==> src/rtl/event_indicator_if.sv <==
// Event-indicator bus: event ticks and overflow clear in, indicator and queue status out.
// The master modport is the controlling logic; the slave modport is the indicator block.
interface event_indicator_if #(
  parameter int unsigned PEND_W = 4
);
  logic              tick_in;
  logic              clr_ovf;
  logic              led;
  logic              busy;
  logic [PEND_W-1:0] pending;
  logic              ovf;

  modport master (
    output tick_in,
    output clr_ovf,
    input  led,
    input  busy,
    input  pending,
    input  ovf
  );

  modport slave (
    input  tick_in,
    input  clr_ovf,
    output led,
    output busy,
    output pending,
    output ovf
  );
endinterface

==> src/rtl/event_indicator.sv <==
// Turns single-cycle event ticks into fixed-length visible pulses with queued replay.
// Optional build macro EVT_RETRIGGER_EN: tick_in during ON restarts the ON phase instead of queueing.
module event_indicator #(
  parameter int unsigned CLK_DIV   = 32'd500000,
  parameter int unsigned ON_TICKS  = 32'd20,
  parameter int unsigned GAP_TICKS = 32'd10,
  parameter int unsigned PEND_W    = 32'd4
) (
  input  logic             clk,
  input  logic             rst,
  event_indicator_if.slave bus
);

  typedef enum logic [1:0] {
    ST_IDLE = 2'd0,
    ST_ON   = 2'd1,
    ST_GAP  = 2'd2
  } state_t;

  localparam logic [31:0]       PRESC_MAX   = 32'(CLK_DIV - 32'd1);
  localparam logic [15:0]       ON_LIM      = 16'(ON_TICKS - 32'd1);
  localparam logic [15:0]       GAP_LIM     = (GAP_TICKS > 32'd0) ? 16'(GAP_TICKS - 32'd1) : 16'd0;
  localparam state_t            ST_AFTER_ON = (GAP_TICKS > 32'd0) ? ST_GAP : ST_IDLE;
  localparam logic [PEND_W-1:0] PEND_MAX    = {PEND_W{1'b1}};
  localparam logic [PEND_W-1:0] PEND_ZERO   = {PEND_W{1'b0}};
  localparam logic [PEND_W-1:0] PEND_ONE    = PEND_W'(1);

  state_t            r_state;
  logic [31:0]       r_presc;
  logic [15:0]       r_dur;
  logic [PEND_W-1:0] r_pend;
  logic              r_ovf;

  state_t            w_state_nxt;
  logic              w_restart;
  logic              w_phase_clr;
  logic              w_slow_tick;
  logic              w_pend_nz;
  logic              w_inc;
  logic              w_dec;
  logic [PEND_W-1:0] w_pend_nxt;
  logic              w_ovf_nxt;

  assign w_slow_tick = (r_presc == PRESC_MAX);
  assign w_pend_nz   = (r_pend != PEND_ZERO);

  // Next-state selection; retrigger (when built in) outranks end of ON phase.
  always_comb begin
    w_state_nxt = r_state;
    w_restart   = 1'b0;
    case (r_state)
      ST_IDLE: begin
        if (w_pend_nz || bus.tick_in) begin
          w_state_nxt = ST_ON;
        end else begin
          w_state_nxt = ST_IDLE;
        end
      end
      ST_ON: begin
`ifdef EVT_RETRIGGER_EN
        if (bus.tick_in) begin
          w_state_nxt = ST_ON;
          w_restart   = 1'b1;
        end else if (w_slow_tick && (r_dur == ON_LIM)) begin
          w_state_nxt = ST_AFTER_ON;
        end else begin
          w_state_nxt = ST_ON;
        end
`else
        if (w_slow_tick && (r_dur == ON_LIM)) begin
          w_state_nxt = ST_AFTER_ON;
        end else begin
          w_state_nxt = ST_ON;
        end
`endif
      end
      ST_GAP: begin
        if (w_slow_tick && (r_dur == GAP_LIM)) begin
          w_state_nxt = ST_IDLE;
        end else begin
          w_state_nxt = ST_GAP;
        end
      end
      default: begin
        w_state_nxt = ST_IDLE;
      end
    endcase
  end

  assign w_phase_clr = (w_state_nxt != r_state) || w_restart || (r_state == ST_IDLE);

  // Pending-queue arithmetic: a simultaneous increment and decrement cancel out.
  always_comb begin
`ifdef EVT_RETRIGGER_EN
    w_inc = bus.tick_in && ((r_state == ST_GAP) || ((r_state == ST_IDLE) && w_pend_nz));
`else
    w_inc = bus.tick_in && ((r_state == ST_ON) || (r_state == ST_GAP) ||
                            ((r_state == ST_IDLE) && w_pend_nz));
`endif
    w_dec      = (r_state == ST_IDLE) && w_pend_nz;
    w_pend_nxt = r_pend;
    w_ovf_nxt  = r_ovf;
    if (w_inc && !w_dec) begin
      if (r_pend == PEND_MAX) begin
        w_ovf_nxt = 1'b1;
      end else begin
        w_pend_nxt = r_pend + PEND_ONE;
      end
    end else if (w_dec && !w_inc) begin
      w_pend_nxt = r_pend - PEND_ONE;
    end else begin
      w_pend_nxt = r_pend;
    end
    if (!w_ovf_nxt || r_ovf) begin
      if (bus.clr_ovf && !(w_inc && !w_dec && (r_pend == PEND_MAX))) begin
        w_ovf_nxt = 1'b0;
      end else begin
        w_ovf_nxt = w_ovf_nxt;
      end
    end else begin
      w_ovf_nxt = w_ovf_nxt;
    end
  end

  // State, prescaler and duration counter registers.
  always_ff @(posedge clk or posedge rst) begin
    if (rst) begin
      r_state <= ST_IDLE;
      r_presc <= 32'd0;
      r_dur   <= 16'd0;
    end else begin
      r_state <= w_state_nxt;
      if (w_phase_clr) begin
        r_presc <= 32'd0;
        r_dur   <= 16'd0;
      end else if (w_slow_tick) begin
        r_presc <= 32'd0;
        r_dur   <= r_dur + 16'd1;
      end else begin
        r_presc <= r_presc + 32'd1;
        r_dur   <= r_dur;
      end
    end
  end

  // Pending counter and sticky overflow registers.
  always_ff @(posedge clk or posedge rst) begin
    if (rst) begin
      r_pend <= PEND_ZERO;
      r_ovf  <= 1'b0;
    end else begin
      r_pend <= w_pend_nxt;
      r_ovf  <= w_ovf_nxt;
    end
  end

  assign bus.led     = (r_state == ST_ON);
  assign bus.busy    = (r_state != ST_IDLE) || w_pend_nz;
  assign bus.pending = r_pend;
  assign bus.ovf     = r_ovf;

endmodule

==> src/flat_wrapper.sv <==
// flat-port wrapper written by rule: the top's interface ports become plain ports
module event_indicator_flat 
#(
  parameter int unsigned CLK_DIV   = 32'd500000,
  parameter int unsigned ON_TICKS  = 32'd20,
  parameter int unsigned GAP_TICKS = 32'd10,
  parameter int unsigned PEND_W    = 32'd4
)
  (clk, rst, bus_tick_in, bus_clr_ovf, bus_led, bus_busy, bus_pending, bus_ovf);
  event_indicator_if #(.PEND_W(PEND_W)) bus_i ();
  input  logic clk;
  input  logic rst;
  input wire logic [$bits(bus_i.tick_in)-1:0] bus_tick_in;
  input wire logic [$bits(bus_i.clr_ovf)-1:0] bus_clr_ovf;
  output wire logic [$bits(bus_i.led)-1:0] bus_led;
  output wire logic [$bits(bus_i.busy)-1:0] bus_busy;
  output wire logic [$bits(bus_i.pending)-1:0] bus_pending;
  output wire logic [$bits(bus_i.ovf)-1:0] bus_ovf;
  assign bus_i.tick_in = bus_tick_in;
  assign bus_i.clr_ovf = bus_clr_ovf;
  assign bus_led = bus_i.led;
  assign bus_busy = bus_i.busy;
  assign bus_pending = bus_i.pending;
  assign bus_ovf = bus_i.ovf;
  event_indicator #(.CLK_DIV(CLK_DIV), .ON_TICKS(ON_TICKS), .GAP_TICKS(GAP_TICKS), .PEND_W(PEND_W)) u_core (.clk(clk), .rst(rst), .bus(bus_i));
endmodule
==> config.mk <==
export PLATFORM = sky130hd
export DESIGN_NAME = event_indicator_flat
export DESIGN_NICKNAME = d
export VERILOG_FILES = /design/src/rtl/event_indicator_if.sv /design/src/rtl/event_indicator.sv /design/src/flat_wrapper.sv
export SDC_FILE = /design/constraint.sdc
export NUM_CORES = 1
export LEC_CHECK = 0
export BUFFER_PORTS_ARGS = -buffer_cell sky130_fd_sc_hd__buf_2
export CAP_MARGIN = 20
export CORE_MARGIN = 2
export CORE_UTILIZATION = 60
export CTS_CLUSTER_DIAMETER = 80
export CTS_CLUSTER_SIZE = 10
export DETAILED_ROUTE_END_ITERATION = 12
export PLACE_DENSITY = 0.87
export SKIP_CTS_REPAIR_TIMING = 1
export SLEW_MARGIN = 15
export SYNTH_ARGS = -nofsm -noshare
export SYNTH_HDL_FRONTEND = slang
export SYNTH_SLANG_ARGS = --single-unit
==> constraint.sdc <==
create_clock -name clk -period 3.3 [get_ports clk]
set_input_delay 0.165 -clock clk [delete_from_list [all_inputs] [get_ports clk]]
set_output_delay 0.165 -clock clk [all_outputs]
set_load 0.02 [all_outputs]
==> results of run 1 <==
-- cells by family (layout without fill, tap and decap cells) --
kind of cell / count (synthesis) / count (layout)
and+or+nand+nor: 170 / 170
DFF: 55 / 55
xor gates and xnor gates: 48 / 48
AOI/OAI and AO/OA: 22 / 22
buffers and inverters: 17 / 29
adders and majority gates: 10 / 10
muxes: 1 / 1
-- layout by cell type, fill, tap and decap left out, types with 9 or more instances in the layout --
master   netlist  layout
xnor2_1       23      23
ha_1           9       9
nor2_2        11      11
nand2_1       26      26
xor2_1        25      25
nand4_1       13      13
dfrtp_1       55      55
nand3_1       18      18
nor4_1        11      11
nor2_1        47      47
buf_2          1      10
-- final cells by class --
cell class                      instances  area [um2]  area share (%)
Sequential cell                        55        1376           41.51
Tap cell                               70       87.58           2.642
Clock buffer                            6       82.58           2.491
Multi-Input combinational cell        251        1632           49.21
Timing Repair Buffer                   12       65.06           1.962
Clock inverter                          2       38.79           1.170
Inverter                                9       33.78           1.019
-- per-layer routing --
layer / wire (um) / vias to the layer above
li1: - / 1140
met1: 2592 / 1091
met2: 3142 / 37
met3: 187 / 10
met4: 89 / 0
met5: 0 / -
-- Yosys cell counts, types with 2 or more instances --
cell type and number:
a21o_1 2, a21oi_1 6, and2_1 4, and3_1 8, and4_1 7, buf_6 2
clkbuf_1 5, dfrtp_1 55, ha_1 9, inv_1 9, nand2_1 26, nand2b_1 3
nand3_1 18, nand4_1 13, nor2_1 47, nor2_2 11, nor3_1 6, nor3b_1 2
nor4_1 11, nor4b_1 2, o21ai_0 2, o21ai_1 3, or4_1 4, xnor2_1 23
xor2_1 25
-- report_power, final --
part / total (mW) / leakage (nW) / internal [mW] / switching, mW
Sequential: 0.748 / 0.739 / 0.703 / 0.0447
Clock: 0.473 / 0.0618 / 0.250 / 0.224
Combinational: 0.196 / 0.670 / 0.0852 / 0.111
Total: 1.42 / 1.47 / 1.04 / 0.379
-- worst max path at each step --
stage | to | slack (ns) | start
floorplan | u_core.r_presc[23] | 0.83 | u_core.r_dur[11]
global placement | u_core.r_dur[1] | 0.58 | u_core.r_dur[11]
detailed placement | u_core.r_dur[9] | 0.44 | u_core.r_dur[11]
CTS | u_core.r_dur[9] | 0.42 | u_core.r_dur[11]
global route | u_core.r_presc[17] | 0.17 | u_core.r_state[1]
finish | u_core.r_dur[5] | 0.45 | u_core.r_dur[11]
-- flip-flops by register name (all words and copies together) (netlist names) --
signal	flops
u_core.r_presc	32
u_core.bus.ovf	1
u_core.bus.pending	4
u_core.r_state	2
u_core.r_dur	16
==> out/results.tsv, run 1 <==
metric	value	unit
status	finished, violations left	
violated checks	negative hold slack	
CP endpoint kind	register	
maximum capacitance violations	0	
final hold vios	32	
CP max stage cell	o211ai_4	
Net Count, Synth	337	
CTS Buf Count	5	
startpoint types	register	
worst path required time	3.47	ns
Post-Synth Simple-Gate Area	29.38	%
first-pass GRT wire length	10670	um
total grt overflow	0	
drt initial violations	139	
worst path cell trace	or4_1 > or3_4 > nor4_1 > a21oi_2 > o211ai_4 > nor2_1	
die area	0.005737	mm2
worst r2r dst	u_core.r_dur[5]	
Overall Power	1.417	mW
share of layout cells above drive strength 1	11.94	%
fmax	350.7	MHz
met2 usage	44.06	%
crit path buf inv count	0	
Worst Max-Slew Pin Slew	0.8891	ns
routability cong.	0.8256	
M1 GR Usage	30.18	%
Register-to-Register Path Depth	6	
die span in y	75.74	um
critical path class	reg -> reg	
clk buf depth	2	
fraction of registers with async set/reset	100.0	%
Area Overhead vs Synth	7.374	%
Yosys Warn Count	0	
Clock Sinks	55	
Worst EP arrival	3.02	ns
Placed Cells	397	
worst r2r src	u_core.r_dur[11]	
busiest grt layer	met2	
Rel. slew slack	40.33	%
met3 usage in global routing	4.630	%
die width	75.74	um
area share of the largest cell type after synthesis	44.57	%
H-Tree Depth	2	
Finished Core Util	65.76	%
Leak Pwr	1.471	nW
placed cell area	0.003194	mm2
Peak VDD IR	0.0004087	V
Clock Pin Slew Worst Setup and Hold Paths	0.10	ns
FF-to-FF setup slack	0.45	ns
layout filler cell count	414	
initial antenna violation count	0	
DR WL/cell	14.84	um
HPWL Detailed	4351	um
port bufs	10	
Slew Viols, Final	0	
Synth area leader	dfrtp_1	
synthesized area per cell	9.560	um2
final WL	6012	um
antenna-violating nets left	0	
initial core utilization	61.24	%
Total Nets Final	348	
row count	26	
Post-Syn Instances	323	
sequential fraction of the synthesis area	44.57	%
Post-synth EDFFs	0	
stages on the worst setup path	6	
Vias	2278	
vias in the first global route	2375	
CTS Root Cell	clkbuf_8	
Core ar.	0.005042	mm2
unrepaired setup endpoints after global routing	false	
fin cells	405	
worst hold slack	-0.02505	ns
post-synthesis mux area share	0.3647	%
CP max FO	26	
final setup fails	0	
CP top delay family	simple AND/OR/NAND/NOR gates	
PwrDens	427.4	mW/mm2
largest net degree at the start of global routing	37	
CTS tree	done	
complex-gate fraction of the synthesized area	5.186	%
Final Cell Area	0.003316	mm2
Ant. Diodes	0	
Vias/cell	5.625	
Clock Latency Late Sink	0.32	ns
post-layout min period	2.852	ns
Setup Skew	0.01237	ns
first drt pass iteration count	4	
Yosys reg bits	55	
total negative slack	0	ns
Netlist Area Pre-Place	0.003088	mm2
ys flop type	dfrtp_1	
Tot GR Track Use	24.92	%
adder-cell share of the synthesized area	4.295	%
Hold Path Class	in -> async	
worst path setup slack after routing	0.4484	ns
largest family of logic cells by synthesized area	simple AND/OR/NAND/NOR gates	
DRC	0	
largest cells by area after synthesis	dfrtp_1 (45%), xor2_1 (7.1%), xnor2_1 (6.5%)	
Yosys cell types	45	
Tcrit/Tclk final	86.41	%
Critical Path Max Stage Delay	0.66	ns
post-synthesis xor/xnor area fraction	13.61	%
number of I/O pins	11	
pre-CTS setup slack	0.4362	ns
(Power assumes the default switching activity.)
==> run 2: changes to the inputs <==
GPL_ROUTABILITY_DRIVEN = 0   (was not set)
REMOVE_ABC_BUFFERS = 1   (was not set)
==> run 2 against run 1 <==
The flow now finishes without violations. Total power shrank 3.2%. Register-to-register slack lost 0.03 ns. First-iteration DRC count rose by 14%. Hold slack improved by 0.063 ns. Largest power group unchanged. Clock-buffer cell count grew 1. Non-clock buffer count up 1. Via count rose by 2.9%. Die area stayed put. Highest routed layer unchanged.
==> out/results.tsv, run 2 (synthesis gave the netlist of run 1 again) <==
metric	value	unit	change
status	complete, no violations		was finished, violations left
share of layout cells above drive strength 1	11.90	%	was 11.94%
Vias/cell	5.771		was 5.625
Vias	2343		was 2278
post-layout min period	2.878	ns	was 2.852 ns
total negative slack	0	ns	unchanged
Area Overhead vs Synth	7.577	%	was 7.374%
Rel. slew slack	41.10	%	was 40.33%
unrepaired setup endpoints after global routing	false		unchanged
Setup Skew	0.007255	ns	was 0.01237 ns
total grt overflow	0		unchanged
first-pass GRT wire length	10070	um	was 10670 um
fmax	347.4	MHz	was 350.7 MHz
worst path cell trace	or4_1 > or3_4 > nor4_1 > a21oi_2 > o211ai_4 > nor2_1		unchanged
Clock Pin Slew Worst Setup and Hold Paths	0.09	ns	was 0.10 ns
H-Tree Depth	2		unchanged
HPWL Detailed	4232	um	was 4351 um
initial core utilization	61.24	%	unchanged
commonest cells after routing, fill and taps aside	dfrtp_1 (55), nor2_1 (47), nand2_1 (26)		unchanged
CP top delay family	simple AND/OR/NAND/NOR gates		unchanged
vias in the first global route	2319		was 2375
row count	26		unchanged
Worst EP arrival	3.05	ns	was 3.02 ns
Total Nets Final	349		was 348
Finished Core Util	65.88	%	was 65.76%
die area	0.005737	mm2	unchanged
Critical Path Max Stage Delay	0.69	ns	was 0.66 ns
final WL	5946	um	was 6012 um
Clock Latency Late Sink	0.32	ns	about the same
DRC	0		unchanged
Placed Cells	396		was 397
startpoint types	register		unchanged
Peak VDD IR	0.0004045	V	was 0.0004087 V
FF-to-FF setup slack	0.42	ns	was 0.45 ns
max reg flops	32		unchanged
largest register by flop count	u_core.r_presc		unchanged
final setup fails	0		unchanged
crit path buf inv count	0		unchanged
port bufs	10		unchanged
die width	75.74	um	unchanged
maximum capacitance violations	0		unchanged
fin cells	406		was 405
drt initial violations	158		was 139
Hold Path Class	in -> reg		was in -> async
CTS tree	done		unchanged
clk buf depth	2		unchanged
CTS Buf Count	5		unchanged
CP endpoint kind	register		unchanged
number of I/O pins	11		unchanged
largest net degree at the start of global routing	56		was 37
layout filler cell count	413		was 414
PwrDens	412.9	mW/mm2	was 427.4 mW/mm2
Slew Viols, Final	0		unchanged
DR WL/cell	14.65	um	was 14.84 um
first drt pass iteration count	5		was 4
Worst Max-Slew Pin Slew	0.8776	ns	was 0.8891 ns
commonest non-fill, non-tap cell in the layout	dfrtp_1		unchanged
final hold vios	0		was 32
Leak Pwr	1.468	nW	was 1.471 nW
antenna-violating nets left	0		unchanged
CTS Root Cell	clkbuf_8		unchanged
die span in y	75.74	um	unchanged
Clock Sinks	55		unchanged
Tot GR Track Use	23.15	%	was 24.92%
CP max stage cell	o211ai_4		unchanged
critical path class	reg -> reg		unchanged
CP max FO	26		unchanged
Ant. Diodes	0		unchanged
Tcrit/Tclk final	87.22	%	was 86.41%
initial antenna violation count	0		unchanged
Core ar.	0.005042	mm2	unchanged
worst path required time	3.47	ns	about the same
==> run 2: cell types whose count changed in the layout (fill, tap and decap cells not counted) <==
cell	change
buf_12	+1
buf_4	-1
bufinv_16	-1
clkbuf_8	+1
clkinv_2	+1
clkinvlp_4	+1
dlygate4sd3_1	+1
inv_2	-1
inv_6	-1
==> run 2: path summary, 6_finish.rpt <==
kind	start	to	depth (start not counted)
setup / recovery	u_core.r_dur[11]	u_core.r_dur[12]	6
hold / removal	bus_clr_ovf	u_core.bus.ovf	2
setup reg to reg	u_core.r_dur[11]	u_core.r_dur[12]	6
hold reg to reg	u_core.r_presc[0]	u_core.r_presc[0]	1
max in group asynchronous	rst	u_core.r_presc[17]	4
min in group asynchronous	rst	u_core.r_dur[11]	3
==> run 2: metrics by stage <==
step	worst slack (ns)	total power [mW]	hold WS [ns]	area [um2]
2_1_floorplan	0.7016	0.8974	0.2640	3042
3_3_place_gp	0.5731	0.9438	0.3504	3187
3_5_place_dp	0.4096	0.9676	0.3690	3187
4_1_cts	0.3972	1.381	0.02643	3291
5_1_grt	0.2460	1.435	0.03987	3322
6_report	0.4218	1.372	0.03814	3322
==> run 2: per-layer routing <==
| layer | vias up | GRT usage, % | wire length, um |
|---|---|---|---|
| met3 | 12 | 3.571 | 189 |
| met2 | 49 | 40.23 | 3015 |
| met4 | 0 | 9.942 | 102 |
| met5 | - | 0 | 0 |
| met1 | 1135 | 28.51 | 2639 |
| li1 | 1147 | - | - |
==> run 2: layout make-up <==
| type | instances | area (um2) | area share (%) |
|---|---|---|---|
| clock inverter | 1 | 7.507 | 0.2260 |
| inverter | 9 | 35.03 | 1.055 |
| multi-input combinational | 251 | 1632 | 49.11 |
| sequential | 55 | 1376 | 41.43 |
| timing repair buffer | 13 | 87.58 | 2.637 |
| clock buffer | 7 | 96.34 | 2.900 |
| tap | 70 | 87.58 | 2.637 |
==> run 2: power breakdown <==
group	switching, mW	leakage [nW]	internal, mW
Combinational	0.117	0.679	0.0901
Sequential	0.0458	0.739	0.703
Clock	0.224	0.0505	0.191
